**src/rtl/vector_cache_pkg.sv**
```systemverilog
// -----------------------------------------------------------------------------
// vector_cache_pkg
// Shared types and constants for the vector cache linefill data buffer (LFDB).
//   LFDB_BEATS         : beats per LFDB line entry
//   LFDB_ENTRY_NUM     : default entry count of the LFDB
//   LFDB_TAG_W         : default ROB id width carried with a drain
//   lfdb_entry_state_e : per-entry lifecycle state
//   lfdb_sched_rd_t    : latched drain request {entry, tag, beat}
//   lfdb_next_beat     : modulo-4 beat increment
// -----------------------------------------------------------------------------
package vector_cache_pkg;

    localparam int LFDB_BEATS     = 4;
    localparam int LFDB_ENTRY_NUM = 8;
    localparam int LFDB_ENTRY_W   = $clog2(LFDB_ENTRY_NUM);
    localparam int LFDB_TAG_W     = 6;

    typedef enum logic [2:0] {
        LFDB_FREE    = 3'd0,
        LFDB_ALLOC   = 3'd1,
        LFDB_FILLING = 3'd2,
        LFDB_FULL    = 3'd3,
        LFDB_DRAIN   = 3'd4
    } lfdb_entry_state_e;

    typedef struct packed {
        logic [LFDB_ENTRY_W-1:0] entry;
        logic [LFDB_TAG_W-1:0]   tag;
        logic [1:0]              beat;
    } lfdb_sched_rd_t;

    // Beat numbers wrap 3 -> 0 so a critical-first burst still covers the line.
    function automatic logic [1:0] lfdb_next_beat(input logic [1:0] beat);
        return beat + 2'd1;
    endfunction

endpackage

```
**src/rtl/lfdb_entry_alloc.sv**
```systemverilog
// -----------------------------------------------------------------------------
// lfdb_entry_alloc
// Per-entry state vector of the LFDB, lowest-free allocator and free counter.
//   clk, rst      : clock, asynchronous active-high reset
//   alloc_vld/idx : a FREE entry is offered (lowest index) / its index
//   alloc_rdy     : MSHR takes the offered entry
//   fill_vld      : accepted fill beat for fill_entry, fill_last = final beat
//   drain_vld     : drain accepted for drain_entry (FULL -> DRAIN)
//   free_vld      : last beat of drain_entry's burst delivered (DRAIN -> FREE)
//   state         : registered per-entry state
//   free_cnt      : number of FREE entries
// -----------------------------------------------------------------------------
module lfdb_entry_alloc
    import vector_cache_pkg::*;
#(
    parameter int ENTRY_NUM = LFDB_ENTRY_NUM,
    parameter int EW        = $clog2(ENTRY_NUM)
) (
    input  logic              clk,
    input  logic              rst,
    output logic              alloc_vld,
    output logic [EW-1:0]     alloc_idx,
    input  logic              alloc_rdy,
    input  logic              fill_vld,
    input  logic [EW-1:0]     fill_entry,
    input  logic              fill_last,
    input  logic              drain_vld,
    input  logic [EW-1:0]     drain_entry,
    input  logic              free_vld,
    input  logic [EW-1:0]     free_entry,
    output lfdb_entry_state_e state [ENTRY_NUM],
    output logic [EW:0]       free_cnt
);

    logic          alloc_hs_s;
    logic [EW-1:0] low_free_s;

    // Lowest-index FREE entry; scanning downwards lets the lowest match win.
    always_comb begin
        low_free_s = '0;
        for (int i = ENTRY_NUM - 1; i >= 0; i--) begin
            low_free_s = (state[i] == LFDB_FREE) ? EW'(i) : low_free_s;
        end
    end

    assign alloc_vld  = (free_cnt != '0);
    assign alloc_idx  = low_free_s;
    assign alloc_hs_s = alloc_vld && alloc_rdy;

    // Entry lifecycle; the four events act on disjoint states, so no priority is needed.
    always_ff @(posedge clk or posedge rst) begin
        if (rst) begin
            for (int i = 0; i < ENTRY_NUM; i++) begin
                state[i] <= LFDB_FREE;
            end
        end else begin
            for (int i = 0; i < ENTRY_NUM; i++) begin
                case (state[i])
                    LFDB_FREE: begin
                        if (alloc_hs_s && (low_free_s == EW'(i))) state[i] <= LFDB_ALLOC;
                    end
                    LFDB_ALLOC, LFDB_FILLING: begin
                        if (fill_vld && (fill_entry == EW'(i)))
                            state[i] <= fill_last ? LFDB_FULL : LFDB_FILLING;
                    end
                    LFDB_FULL: begin
                        if (drain_vld && (drain_entry == EW'(i))) state[i] <= LFDB_DRAIN;
                    end
                    LFDB_DRAIN: begin
                        if (free_vld && (free_entry == EW'(i))) state[i] <= LFDB_FREE;
                    end
                    default: state[i] <= LFDB_FREE;
                endcase
            end
        end
    end

    // Free entry count; an allocation and a free in the same cycle cancel out.
    always_ff @(posedge clk or posedge rst) begin
        if (rst) begin
            free_cnt <= (EW+1)'(ENTRY_NUM);
        end else begin
            case ({alloc_hs_s, free_vld})
                2'b10:   free_cnt <= free_cnt - (EW+1)'(1);
                2'b01:   free_cnt <= free_cnt + (EW+1)'(1);
                default: free_cnt <= free_cnt;
            endcase
        end
    end

endmodule

```
**src/rtl/lfdb_port_sched_chk.sv**
```systemverilog
// -----------------------------------------------------------------------------
// lfdb_port_sched_chk
// Protocol checks on the fill stream of the LFDB scheduler.
//   clk, rst  : clock, asynchronous active-high reset
//   wr_hs     : fill beat accepted this cycle
//   wr_last   : accepted beat claims to be the last of the line
//   fill_cnt  : beat counter value used for the accepted beat
//   wr_state  : current state of the entry being written
// -----------------------------------------------------------------------------
module lfdb_port_sched_chk
    import vector_cache_pkg::*;
(
    input logic              clk,
    input logic              rst,
    input logic              wr_hs,
    input logic              wr_last,
    input logic [1:0]        fill_cnt,
    input lfdb_entry_state_e wr_state
);

    // Fill protocol: last only on beat 3, writes only into entries being filled.
    always @(posedge clk) begin
        if (!rst && wr_hs) begin
            last_on_beat3: assert (!wr_last || (fill_cnt == 2'd3));
            write_target_ok: assert ((wr_state == LFDB_ALLOC) || (wr_state == LFDB_FILLING));
        end
    end

endmodule

```
**src/rtl/lfdb_port_sched.sv**
```systemverilog
// -----------------------------------------------------------------------------
// lfdb_port_sched
// Scheduler for the single-port LFDB SRAM: hands out 4-beat entries to the
// MSHR, streams fill beats in, and drains FULL entries as non-interruptible
// 4-beat read bursts. Reads own the port; a starvation counter holds off new
// bursts once fills have been blocked for STARVE_MAX cycles.
// Optional build macro: LFDB_SCHED_CRIT_FIRST_EN adds rd_beat, the first beat
// of the burst (wrapping modulo 4); without it bursts always start at beat 0.
// Ports:
//   clk, rst                  : clock, asynchronous active-high reset
//   alloc_vld/idx/rdy         : entry offer to the MSHR
//   wr_vld/entry/last, wr_rdy : fill beat stream (wr_rdy = beat accepted)
//   rd_vld/entry/tag, rd_rdy  : drain request (rd_rdy = request accepted)
//   rd_beat                   : first beat of the burst (macro only)
//   mem_en/wr_en/addr         : SRAM control, addr = {entry, beat}
//   out_vld/beat/last/tag     : read data sideband, one cycle after issue
//   fill_done[_entry]         : pulse when wr_last is accepted
//   drain_done[_tag]          : pulse with the final beat out
//   free_cnt                  : number of FREE entries
// -----------------------------------------------------------------------------
module lfdb_port_sched
    import vector_cache_pkg::*;
#(
    parameter int ENTRY_NUM  = LFDB_ENTRY_NUM,
    parameter int TAG_W      = LFDB_TAG_W,
    parameter int STARVE_MAX = 8
) (
    input  logic                         clk,
    input  logic                         rst,
    output logic                         alloc_vld,
    output logic [$clog2(ENTRY_NUM)-1:0] alloc_idx,
    input  logic                         alloc_rdy,
    input  logic                         wr_vld,
    input  logic [$clog2(ENTRY_NUM)-1:0] wr_entry,
    input  logic                         wr_last,
    output logic                         wr_rdy,
    input  logic                         rd_vld,
    input  logic [$clog2(ENTRY_NUM)-1:0] rd_entry,
    input  logic [TAG_W-1:0]             rd_tag,
`ifdef LFDB_SCHED_CRIT_FIRST_EN
    input  logic [1:0]                   rd_beat,
`endif
    output logic                         rd_rdy,
    output logic                         mem_en,
    output logic                         mem_wr_en,
    output logic [$clog2(ENTRY_NUM)+1:0] mem_addr,
    output logic                         out_vld,
    output logic [1:0]                   out_beat,
    output logic                         out_last,
    output logic [TAG_W-1:0]             out_tag,
    output logic                         fill_done,
    output logic [$clog2(ENTRY_NUM)-1:0] fill_done_entry,
    output logic                         drain_done,
    output logic [TAG_W-1:0]             drain_done_tag,
    output logic [$clog2(ENTRY_NUM):0]   free_cnt
);

    localparam int EW = $clog2(ENTRY_NUM);
    localparam int SW = $clog2(STARVE_MAX + 1);

    localparam logic [0:0] S_IDLE  = 1'b0;
    localparam logic [0:0] S_BURST = 1'b1;

    logic [0:0]        burst_r;
    lfdb_sched_rd_t    cur_r;
    logic [1:0]        cnt_r;
    logic [1:0]        fill_cnt_r;
    logic [SW-1:0]     starve_cnt_r;
    logic              out_vld_r;
    logic [1:0]        out_beat_r;
    logic              out_last_r;
    logic [TAG_W-1:0]  out_tag_r;
    logic [EW-1:0]     done_entry_r;

    lfdb_entry_state_e entry_state [ENTRY_NUM];
    lfdb_entry_state_e wr_state_s;
    logic [1:0]        start_beat_s;
    logic              starve_hold_s;
    logic              rd_ok_s;
    logic              wr_hs_s;
    logic              iss_vld_s;
    logic [EW-1:0]     iss_entry_s;
    logic [TAG_W-1:0]  iss_tag_s;
    logic [1:0]        iss_beat_s;
    logic              iss_last_s;

`ifdef LFDB_SCHED_CRIT_FIRST_EN
    assign start_beat_s = rd_beat;
`else
    assign start_beat_s = 2'd0;
`endif

    assign starve_hold_s = (starve_cnt_r == SW'(STARVE_MAX));
    assign wr_state_s    = entry_state[wr_entry];

    // Read issue: a new burst in IDLE issues its first beat immediately,
    // otherwise the in-flight burst issues its next beat.
    always_comb begin
        rd_ok_s     = (burst_r == S_IDLE) && rd_vld &&
                      (entry_state[rd_entry] == LFDB_FULL) && !starve_hold_s;
        iss_vld_s   = 1'b0;
        iss_entry_s = '0;
        iss_tag_s   = '0;
        iss_beat_s  = 2'd0;
        iss_last_s  = 1'b0;
        if (rd_ok_s) begin
            iss_vld_s   = 1'b1;
            iss_entry_s = rd_entry;
            iss_tag_s   = rd_tag;
            iss_beat_s  = start_beat_s;
        end else if (burst_r == S_BURST) begin
            iss_vld_s   = 1'b1;
            iss_entry_s = cur_r.entry;
            iss_tag_s   = cur_r.tag;
            iss_beat_s  = cur_r.beat;
            iss_last_s  = (cnt_r == 2'(LFDB_BEATS - 1));
        end else begin
            iss_vld_s   = 1'b0;
        end
    end

    // Reads own the port; a fill beat only goes through in a cycle without a read.
    assign wr_hs_s   = wr_vld && !iss_vld_s;
    assign wr_rdy    = wr_hs_s;
    assign rd_rdy    = rd_ok_s;
    assign mem_en    = iss_vld_s || wr_hs_s;
    assign mem_wr_en = wr_hs_s;
    assign mem_addr  = iss_vld_s ? {iss_entry_s, iss_beat_s} :
                       (wr_hs_s ? {wr_entry, fill_cnt_r} : '0);

    assign fill_done       = wr_hs_s && wr_last;
    assign fill_done_entry = fill_done ? wr_entry : '0;

    assign out_vld        = out_vld_r;
    assign out_beat       = out_beat_r;
    assign out_last       = out_last_r;
    assign out_tag        = out_tag_r;
    assign drain_done     = out_last_r;
    assign drain_done_tag = out_last_r ? out_tag_r : '0;

    // Burst FSM: latch the request on acceptance, then step through the remaining beats.
    always_ff @(posedge clk or posedge rst) begin
        if (rst) begin
            burst_r <= S_IDLE;
            cur_r   <= '0;
            cnt_r   <= 2'd0;
        end else if (rd_ok_s) begin
            burst_r <= S_BURST;
            cur_r   <= '{entry: rd_entry, tag: rd_tag, beat: lfdb_next_beat(start_beat_s)};
            cnt_r   <= 2'd1;
        end else if (burst_r == S_BURST) begin
            cur_r.beat <= lfdb_next_beat(cur_r.beat);
            cnt_r      <= cnt_r + 2'd1;
            burst_r    <= iss_last_s ? S_IDLE : S_BURST;
        end else begin
            burst_r <= S_IDLE;
        end
    end

    // Fill beat counter for the single line being streamed in.
    always_ff @(posedge clk or posedge rst) begin
        if (rst) begin
            fill_cnt_r <= 2'd0;
        end else if (wr_hs_s) begin
            fill_cnt_r <= wr_last ? 2'd0 : fill_cnt_r + 2'd1;
        end else begin
            fill_cnt_r <= fill_cnt_r;
        end
    end

    // Starvation counter: counts blocked fill cycles, saturates, clears on any accepted beat.
    always_ff @(posedge clk or posedge rst) begin
        if (rst) begin
            starve_cnt_r <= '0;
        end else if (wr_hs_s) begin
            starve_cnt_r <= '0;
        end else if (wr_vld && !starve_hold_s) begin
            starve_cnt_r <= starve_cnt_r + SW'(1);
        end else begin
            starve_cnt_r <= starve_cnt_r;
        end
    end

    // Read sideband follows the SRAM's one-cycle read latency.
    always_ff @(posedge clk or posedge rst) begin
        if (rst) begin
            out_vld_r    <= 1'b0;
            out_beat_r   <= 2'd0;
            out_last_r   <= 1'b0;
            out_tag_r    <= '0;
            done_entry_r <= '0;
        end else begin
            out_vld_r    <= iss_vld_s;
            out_beat_r   <= iss_beat_s;
            out_last_r   <= iss_vld_s && iss_last_s;
            out_tag_r    <= iss_tag_s;
            done_entry_r <= iss_entry_s;
        end
    end

    lfdb_entry_alloc #(
        .ENTRY_NUM (ENTRY_NUM),
        .EW        (EW)
    ) u_alloc (
        .clk         (clk),
        .rst         (rst),
        .alloc_vld   (alloc_vld),
        .alloc_idx   (alloc_idx),
        .alloc_rdy   (alloc_rdy),
        .fill_vld    (wr_hs_s),
        .fill_entry  (wr_entry),
        .fill_last   (wr_last),
        .drain_vld   (rd_ok_s),
        .drain_entry (rd_entry),
        .free_vld    (out_last_r),
        .free_entry  (done_entry_r),
        .state       (entry_state),
        .free_cnt    (free_cnt)
    );

    lfdb_port_sched_chk u_chk (
        .clk      (clk),
        .rst      (rst),
        .wr_hs    (wr_hs_s),
        .wr_last  (wr_last),
        .fill_cnt (fill_cnt_r),
        .wr_state (wr_state_s)
    );

endmodule

```
**config.mk**
```make
export PLATFORM = sky130hd
export DESIGN_NAME = lfdb_port_sched
export DESIGN_NICKNAME = d
export VERILOG_FILES = /design/src/rtl/vector_cache_pkg.sv /design/src/rtl/lfdb_entry_alloc.sv /design/src/rtl/lfdb_port_sched_chk.sv /design/src/rtl/lfdb_port_sched.sv
export SDC_FILE = /design/constraint.sdc
export NUM_CORES = 1
export LEC_CHECK = 0
export BUFFER_PORTS_ARGS = -buffer_cell sky130_fd_sc_hd__buf_2
export CAP_MARGIN = 10
export CORE_MARGIN = 3
export CORE_UTILIZATION = 50
export DETAILED_ROUTE_END_ITERATION = 7
export PLACE_DENSITY = 0.75
export SLEW_MARGIN = 20
export SYNTH_ARGS = -nofsm -noshare
export SYNTH_HDL_FRONTEND = slang
export SYNTH_HIERARCHICAL = 1
export SYNTH_SLANG_ARGS = --single-unit
```
**constraint.sdc**
```tcl
create_clock -name clk -period 2.6 [get_ports clk]
set_clock_uncertainty 0.15 [all_clocks]
set_input_delay 0.13 -clock clk [delete_from_list [all_inputs] [get_ports clk]]
set_output_delay 0.13 -clock clk [all_outputs]
set_load 0.01 [all_outputs]
```
---- After elaboration in Yosys (flattened, before gate mapping) ----
Index checks and enable logic that the tools add are counted.
storage, ports and cells
  input port bits ......................... 18
  bits in read-only memories .............. 0
  memories ................................ 0
  bits in writable memories ............... 0
  register bits after elaboration ......... 61
  word-level logic and storage cells ...... 279
  output and inout bits ................... 38
  bits in latches ......................... 0
cells by class
  order comparisons ....................... 1
  $mul .................................... 0
  mux-type cells .......................... 77
  shifts and indexed selects .............. 0
  bitwise gates (word level) .............. 2
  equality and inequality tests ........... 97
  $add $sub $neg .......................... 6
  divide/modulo/power cells ............... 0
  reductions and logical operators ........ 75
operators with widths
  kind                                                 number
  2-to-1 mux 3 bit                                     45
  one-hot mux 3 bit (4 select lines)                   8
  equality test 3 x 2 -> 1 bit, second input constant  25
  equality test 3 bit, second input constant           24
  != test 2 x 1 -> 1 bit, second input constant        24
  logical AND 1 bit                                    40
  equality test 3 x 1 -> 1 bit, second input constant  12
  zero test 3 bit                                      12
  AND reduction 4 bit                                  8
  2-to-1 mux 6 bit                                     3
  != test 2 bit, second input constant                 8
  OR reduction 2 bit                                   8
  2-to-1 mux 2 bit                                     7
  2-to-1 mux 5 bit                                     2
  binary-select mux 3 bit (select 3 bit)               1
  adder 4 x 1 -> 4 bit, second input constant          2
  2-to-1 mux 1 bit                                     8
  2-to-1 mux 4 bit                                     2
  one-hot mux 4 bit (2 select lines)                   1
  adder 2 x 1 -> 2 bit, second input constant          3
  nonzero test 2 bit                                   3
  equality test 2 bit, second input constant           2
  equality test 4 bit, second input constant           1
  >= comparator 4 bit, second input constant           1
  other kinds (7)                                      8

---- Depth between registers and ports, before layout ----
  depth in word-level cells ............... 13
  mapped depth ............................ 14
  depth with buffers taken out ............ 12

---- Modules after synthesis ----
The synthesis kept the hierarchy.
by module, submodules not included
  module            cells an instance  times used  area an instance (um^2)  sequential area each (um^2)
  lfdb_entry_alloc  225                1           1878.1                   701.9
  lfdb_port_sched   141                1           1691.6                   825.8

---- Worst setup path before layout ----
Ideal clock, no wire load.
  path kind ............................... reg2reg
  from .................................... register u_alloc/state[18] in the netlist's numbering
  to ...................................... register u_alloc/state[15] in the netlist's numbering
  arrival ................................. 2.547 ns
  required time ........................... 2.324 ns
  period minus slack after synthesis ...... 2.823 ns
  path slack .............................. -0.223 ns
  stages on the path, launching flop included .. 12
  buffers on the path ..................... 2
  library setup time ...................... 0.126 ns
  path through ............................ dfrtp_1 -> and4b_1 -> nor4_2 -> nor3_4 -> a21oi_2 -> buf_6 -> clkbuf_1 -> nor4bb_1 -> nand2_1 -> mux2_2 -> nor2_1 -> nor4_1
between the ends
  cells in the longest elaborated chain, start to end .. 12
  elaborated cells on any way between the ends .. 20
  those cells by class .................... eq/ne (5); mux (6); reduce/logical (9)
ends and longest elaborated chain
  what                                                 line                    RTL
  start: declaration                                   lfdb_entry_alloc.sv:31  output lfdb_entry_state_e state [ENTRY_NUM],
  start signal: indexed assignment                     lfdb_entry_alloc.sv:64  state[i] <= fill_last ? LFDB_FULL : LFDB_FILLING;
  binary-select mux 3 bit (select 3 bit)               lfdb_port_sched.sv:100  (entry_state[rd_entry] == LFDB_FULL) && !starve_hold_s;
  2-to-1 mux 3 bit (implied by the code) (2 in a row)  lfdb_port_sched.sv:100
  equality test 3 x 2 -> 1 bit                         lfdb_port_sched.sv:100
  logical AND 1 bit                                    lfdb_port_sched.sv:99   rd_ok_s = (burst_r == S_IDLE) && rd_vld &&
  logical AND 1 bit                                    lfdb_port_sched.sv:100
  2-to-1 mux 1 bit                                     lfdb_port_sched.sv:106  if (rd_ok_s) begin
  zero test 1 bit                                      lfdb_port_sched.sv:123  assign wr_hs_s = wr_vld && !iss_vld_s;
  logical AND 1 bit                                    lfdb_port_sched.sv:123
  via mem_wr_en                                        lfdb_port_sched.sv:45   output logic mem_wr_en,
  logical AND 1 bit                                    lfdb_entry_alloc.sv:63  if (fill_vld && (fill_entry == EW'(i)))
  != test 2 x 1 -> 1 bit (no source line)              --
  AND reduction 4 bit (no source line)                 --
The timed path passes the listed nets, and every way through them passes these cells. The select of a mux whose other input is x is not followed.
A chain may end at the register's enable or synchronous reset.

---- Worst setup path after layout ----
  from .................................... register starve_cnt_r[0]
  to ...................................... output mem_addr[3]
between the ends
  cells in the longest elaborated chain, start to end .. 8
  elaborated cells on any way between the ends .. 9
  those cells by class .................... eq/ne (1); mux (4); reduce/logical (4)
ends and longest elaborated chain
  what                      line                    RTL
  start: declaration        lfdb_port_sched.sv:68   logic [SW-1:0] starve_cnt_r;
  start signal: assignment  lfdb_port_sched.sv:178  starve_cnt_r <= starve_cnt_r + SW'(1);
  start signal: assignment  lfdb_port_sched.sv:180  starve_cnt_r <= starve_cnt_r;
  equality test 4 bit *     lfdb_port_sched.sv:93   assign starve_hold_s = (starve_cnt_r == SW'(STARVE_MAX));
  zero test 1 bit *         lfdb_port_sched.sv:100
  logical AND 1 bit *       lfdb_port_sched.sv:100
  2-to-1 mux 1 bit          lfdb_port_sched.sv:106
  zero test 1 bit           lfdb_port_sched.sv:123
  logical AND 1 bit         lfdb_port_sched.sv:123
  2-to-1 mux 5 bit          lfdb_port_sched.sv:129  (wr_hs_s ? {wr_entry, fill_cnt_r} : '0);
  2-to-1 mux 5 bit *        lfdb_port_sched.sv:128  assign mem_addr = iss_vld_s ? {iss_entry_s, iss_beat_s} :
  end: declaration          lfdb_port_sched.sv:46   output logic [$clog2(ENTRY_NUM)+1:0] mem_addr,
Every way passes the cells marked *; elsewhere a longest branch is shown, timed or not.

==> results by group <==
Outcome
  • Status: completed

Floorplan
  • Boundary Pins: 56
  • Initial core utilization: 0.520
  • Row count: 30
  • Die boundary height: 90.5 um
  • Core Box Area: 6870 um^2
  • Die W: 90.5 um
  • Die ar.: 8190 um^2

Logic synthesis
  • Commonest register cell after synthesis: dfrtp_1
  • Synth warnings: 6
  • Cells after synthesis: 366
  • Post-Syn Area: 3570 um^2
  • Seq/Total Area, Yosys: 0.428
  • Netlist cell types: 72
  • Post-synth top area share: 0.421
  • Asr flop ratio synth: 1.00
  • Synthesized Nets: 391
  • Synth Register Bits: 61
  • Synthesized area per cell: 9.75 um^2
  • Area contributors post-synth: dfrtp_1, nor2_1, a22o_1
  • Number of flops mapped to enable cells by yosys: 0
  • Largest area contributor in the netlist: dfrtp_1

Setup path
  • Setup crit start kind: flop
  • R2r endpoint: u_alloc/free_cnt[3]$_DFFE_PP1P_
  • Worst EP arrival: 2.24 ns
  • End of the critical path: mem_addr[3]
  • RR Startpoint: u_alloc/free_cnt[2]$_DFFE_PP0P_
  • Req. time, crit path: 2.32 ns
  • Setup CP Type: reg2out
  • Max Fanout on Critical Path: 4
  • Flop2flop setup slack: 0.15 ns
  • Crit. Startpoint: starve_cnt_r[0]$_DFFE_PP0P_
  • Setup crit end kind: output port
  • R2r worst-path depth: 9

STA
  • Total count of max-transition violations in the final report: 0
  • Tcrit/Tclk final: 0.969
  • Post-layout min period: 2.52 ns
  • Setup Viol. Count Final: 0
  • Max transition margin: 0.456
  • Worst hold margin: 0.0768 ns
  • Fmax: 0.397 GHz
  • Fin worst setup slack: 0.0809 ns
  • Worst slew pin tran: 0.815 ns
  • Endpoints failing hold: 0

CTS
  • CTS tree: built
  • Clk root buf: clkbuf_8
  • Worst-skew pair later-pin latency: 0.34 ns
  • Clock Path Buffers: 2
  • TritonCTS Buffers: 9
  • # clock sinks: 61
  • H-tree depth reported by CTS: 3
  • Reg clk slew, reported paths: 0.07 ns

Detailed routing
  • Pre-Repair DR Iteration Count: 5
  • Total Wirelength: 9140 um
  • Mean number of vias per cell: 5.79
  • DR WL/cell: 16.2 um
  • Drt initial violations: 273
  • Detail Route Antenna Nets: 0
  • DR DRC count: 0
  • DR vias: 3262

Placed design
  • DP Area: 4150 um^2
  • RePlAce Congestion: 0.851
  • PortBufs: 55
  • Place WS: -0.0114 ns
  • Post-DP HPWL: 6320 um

Job
  • Max_cap viols: 0

Layout
  • Layout area overhead: 26.7%
  • Antenna cells: 0
  • Fill cells: 569
  • Post-Layout Inst Area: 4520 um^2
  • Share of cells above drive strength 1: 0.313
  • Final nets: 487

GRT
  • Pin count of the biggest net entering global routing: 29
  • GRT overflow: 0
  • GRT Overall Usage: 0.232
  • First-pass GRT wire length: 15400 um
  • Antenna violations before repair: 0
  • Vias in the first global route: 3161

Pwr
  • Clock power share: 0.182
  • LEAKAGE: 2.06 nW
  • Combinational Power Share: 0.478
  • Sw Ratio: 0.395
  • Switching pwr: 0.00186 W
  • PD cells: 1040 nW/um^2
  • Int Pwr: 0.00285 W
  • VDD IR-drop max: 525 uV
  • Part of the power in registers: 0.340

Worst hold path
  • Tightest Hold Check Type: in2reg
  • Worst Hold Launch: rd_entry[2]
[power by group through the flow]
stage / Combinational, W / Clock (W) / Sequential [W]
floorplan: 0.00136 / 0 / 0.00165
global placement: 0.00208 / 0 / 0.00158
detailed placement: 0.00214 / 0 / 0.00160
CTS: 0.00216 / 0.000873 / 0.00159
global route: 0.00247 / 0.000913 / 0.00166
finish: 0.00225 / 0.000858 / 0.00160
[synthesized netlist by cell type, types with 3 or more instances]
library cell,number
and2_1,11
nor2b_1,8
nor3b_1,4
dfrtp_1,60
o31ai_1,3
nor3_1,11
a21oi_1,15
o21ai_0,14
nand2b_1,4
mux2_2,9
ha_1,6
nand4_1,11
a31oi_1,5
o311ai_0,4
a22o_1,12
inv_1,12
nor2_1,39
a211oi_1,4
and4b_1,3
xor2_1,3
clkbuf_1,10
mux2_4,6
nand2_1,23
or3_1,4
xnor2_1,5
buf_6,3
a21o_1,3
and3_1,4
buf_2,4
o211ai_1,4
nand3_1,11
[layer usage]
layer	wire, um	track usage	up-vias
met1	3990	0.317	1576
met2	4420	0.366	131
li1	-	-	1542
met3	623	0.0592	13
met4	110	0.0625	0
met5	0	0	-
[cells in the final DEF (no fill, tap or decap), types with 4 or more instances in the layout]
master	count
dfrtp_1	60
buf_2	54
nor2_1	39
buf_4	39
nand2_1	23
a21oi_1	15
o21ai_0	13
inv_1	12
a22o_1	12
nand4_1	11
and2_1	10
nand3_1	10
nor3_1	10
clkbuf_8	9
mux2_2	8
dlygate4sd3_1	8
mux2_4	7
nor2b_1	7
xnor2_1	5
ha_1	5
a31oi_1	5
and3_1	4
nor3b_1	4
a211oi_1	4
or3_1	4
nand2b_1	4
o311ai_0	4
o211ai_1	4
[cell type report]
cell class	instances	area, um^2	area share
Inverter	13	53.8	0.0119
Sequential cell	61	1530	0.338
Multi-Input combinational cell	273	1950	0.430
Clock inverter	6	72.6	0.0160
Clock buffer	10	128	0.0282
Tap cell	96	120	0.0265
Timing Repair Buffer	104	677	0.150
[cells by family (layout without fill, tap and decap cells)]
logic type | after synthesis | after routing | share of synthesized area
and+or+nand+nor | 155 | 155 | 0.252
AOI/OAI and AO/OA | 87 | 87 | 0.172
DFF | 61 | 61 | 0.428
buffers and inverters | 32 | 133 | 0.0449
muxes | 16 | 16 | 0.0564
xor gates and xnor gates | 8 | 8 | 0.0196
adders and majority gates | 7 | 7 | 0.0266
[stage by stage]
step	power, W	utilization	instances	TNS, ns
global placement	0.00367	0.605	534	0
global route	0.00504	0.659	563	-0.0615
CTS	0.00463	0.645	558	0
detailed placement	0.00374	0.605	534	-0.0114
floorplan	0.00301	-	366	-0.0114
finish	0.00470	0.659	563	0
[sequential cells by signal, summed over array words and instances (netlist names), 2 cells and up]
signal and count:
cur_r 11, done_entry_r 3, cnt_r 2, fill_cnt_r 2, out_beat 2, starve_cnt_r 4, u_alloc/free_cnt 4, out_tag 6
u_alloc/state 24
[worst max-delay path: stages (launching register included)]
cell,delay [ns]
dfrtp_1,0.36
inv_1,0.07
ha_2,0.18
nand3b_1,0.14
nand3_2,0.13
nor3_4,0.34
nand2_4,0.11
buf_6,0.15
mux2_4,0.30
buf_6,0.12
[repair_timing]
item	in CTS	in global routing
pin swaps	1	3
gates resized for setup	0	13
hold buffers	8	0
setup buffers	0	5
endpoints found under the setup margin	8	25
hold endpoints to repair	60	0
gates cloned	0	0
[how the worst min path moves through the flow]
| stage | cells past startpoint | endpoint | slack (ns) |
|---|---|---|---|
| 5_1_grt | 2 | done_entry_r[2]$_DFF_PP0_ | 0.07 |
| 6_report | 2 | done_entry_r[2]$_DFF_PP0_ | 0.08 |
| 2_1_floorplan | 1 | u_alloc/free_cnt[0]$_DFFE_PP0P_ | 0.04 |
| 4_1_cts | 2 | done_entry_r[2]$_DFF_PP0_ | 0.07 |
| 3_3_place_gp | 3 | u_alloc/free_cnt[1]$_DFFE_PP0P_ | 0.08 |
| 3_5_place_dp | 3 | u_alloc/free_cnt[1]$_DFFE_PP0P_ | 0.09 |
No activity file was read; power rests on OpenSTA's default activity.
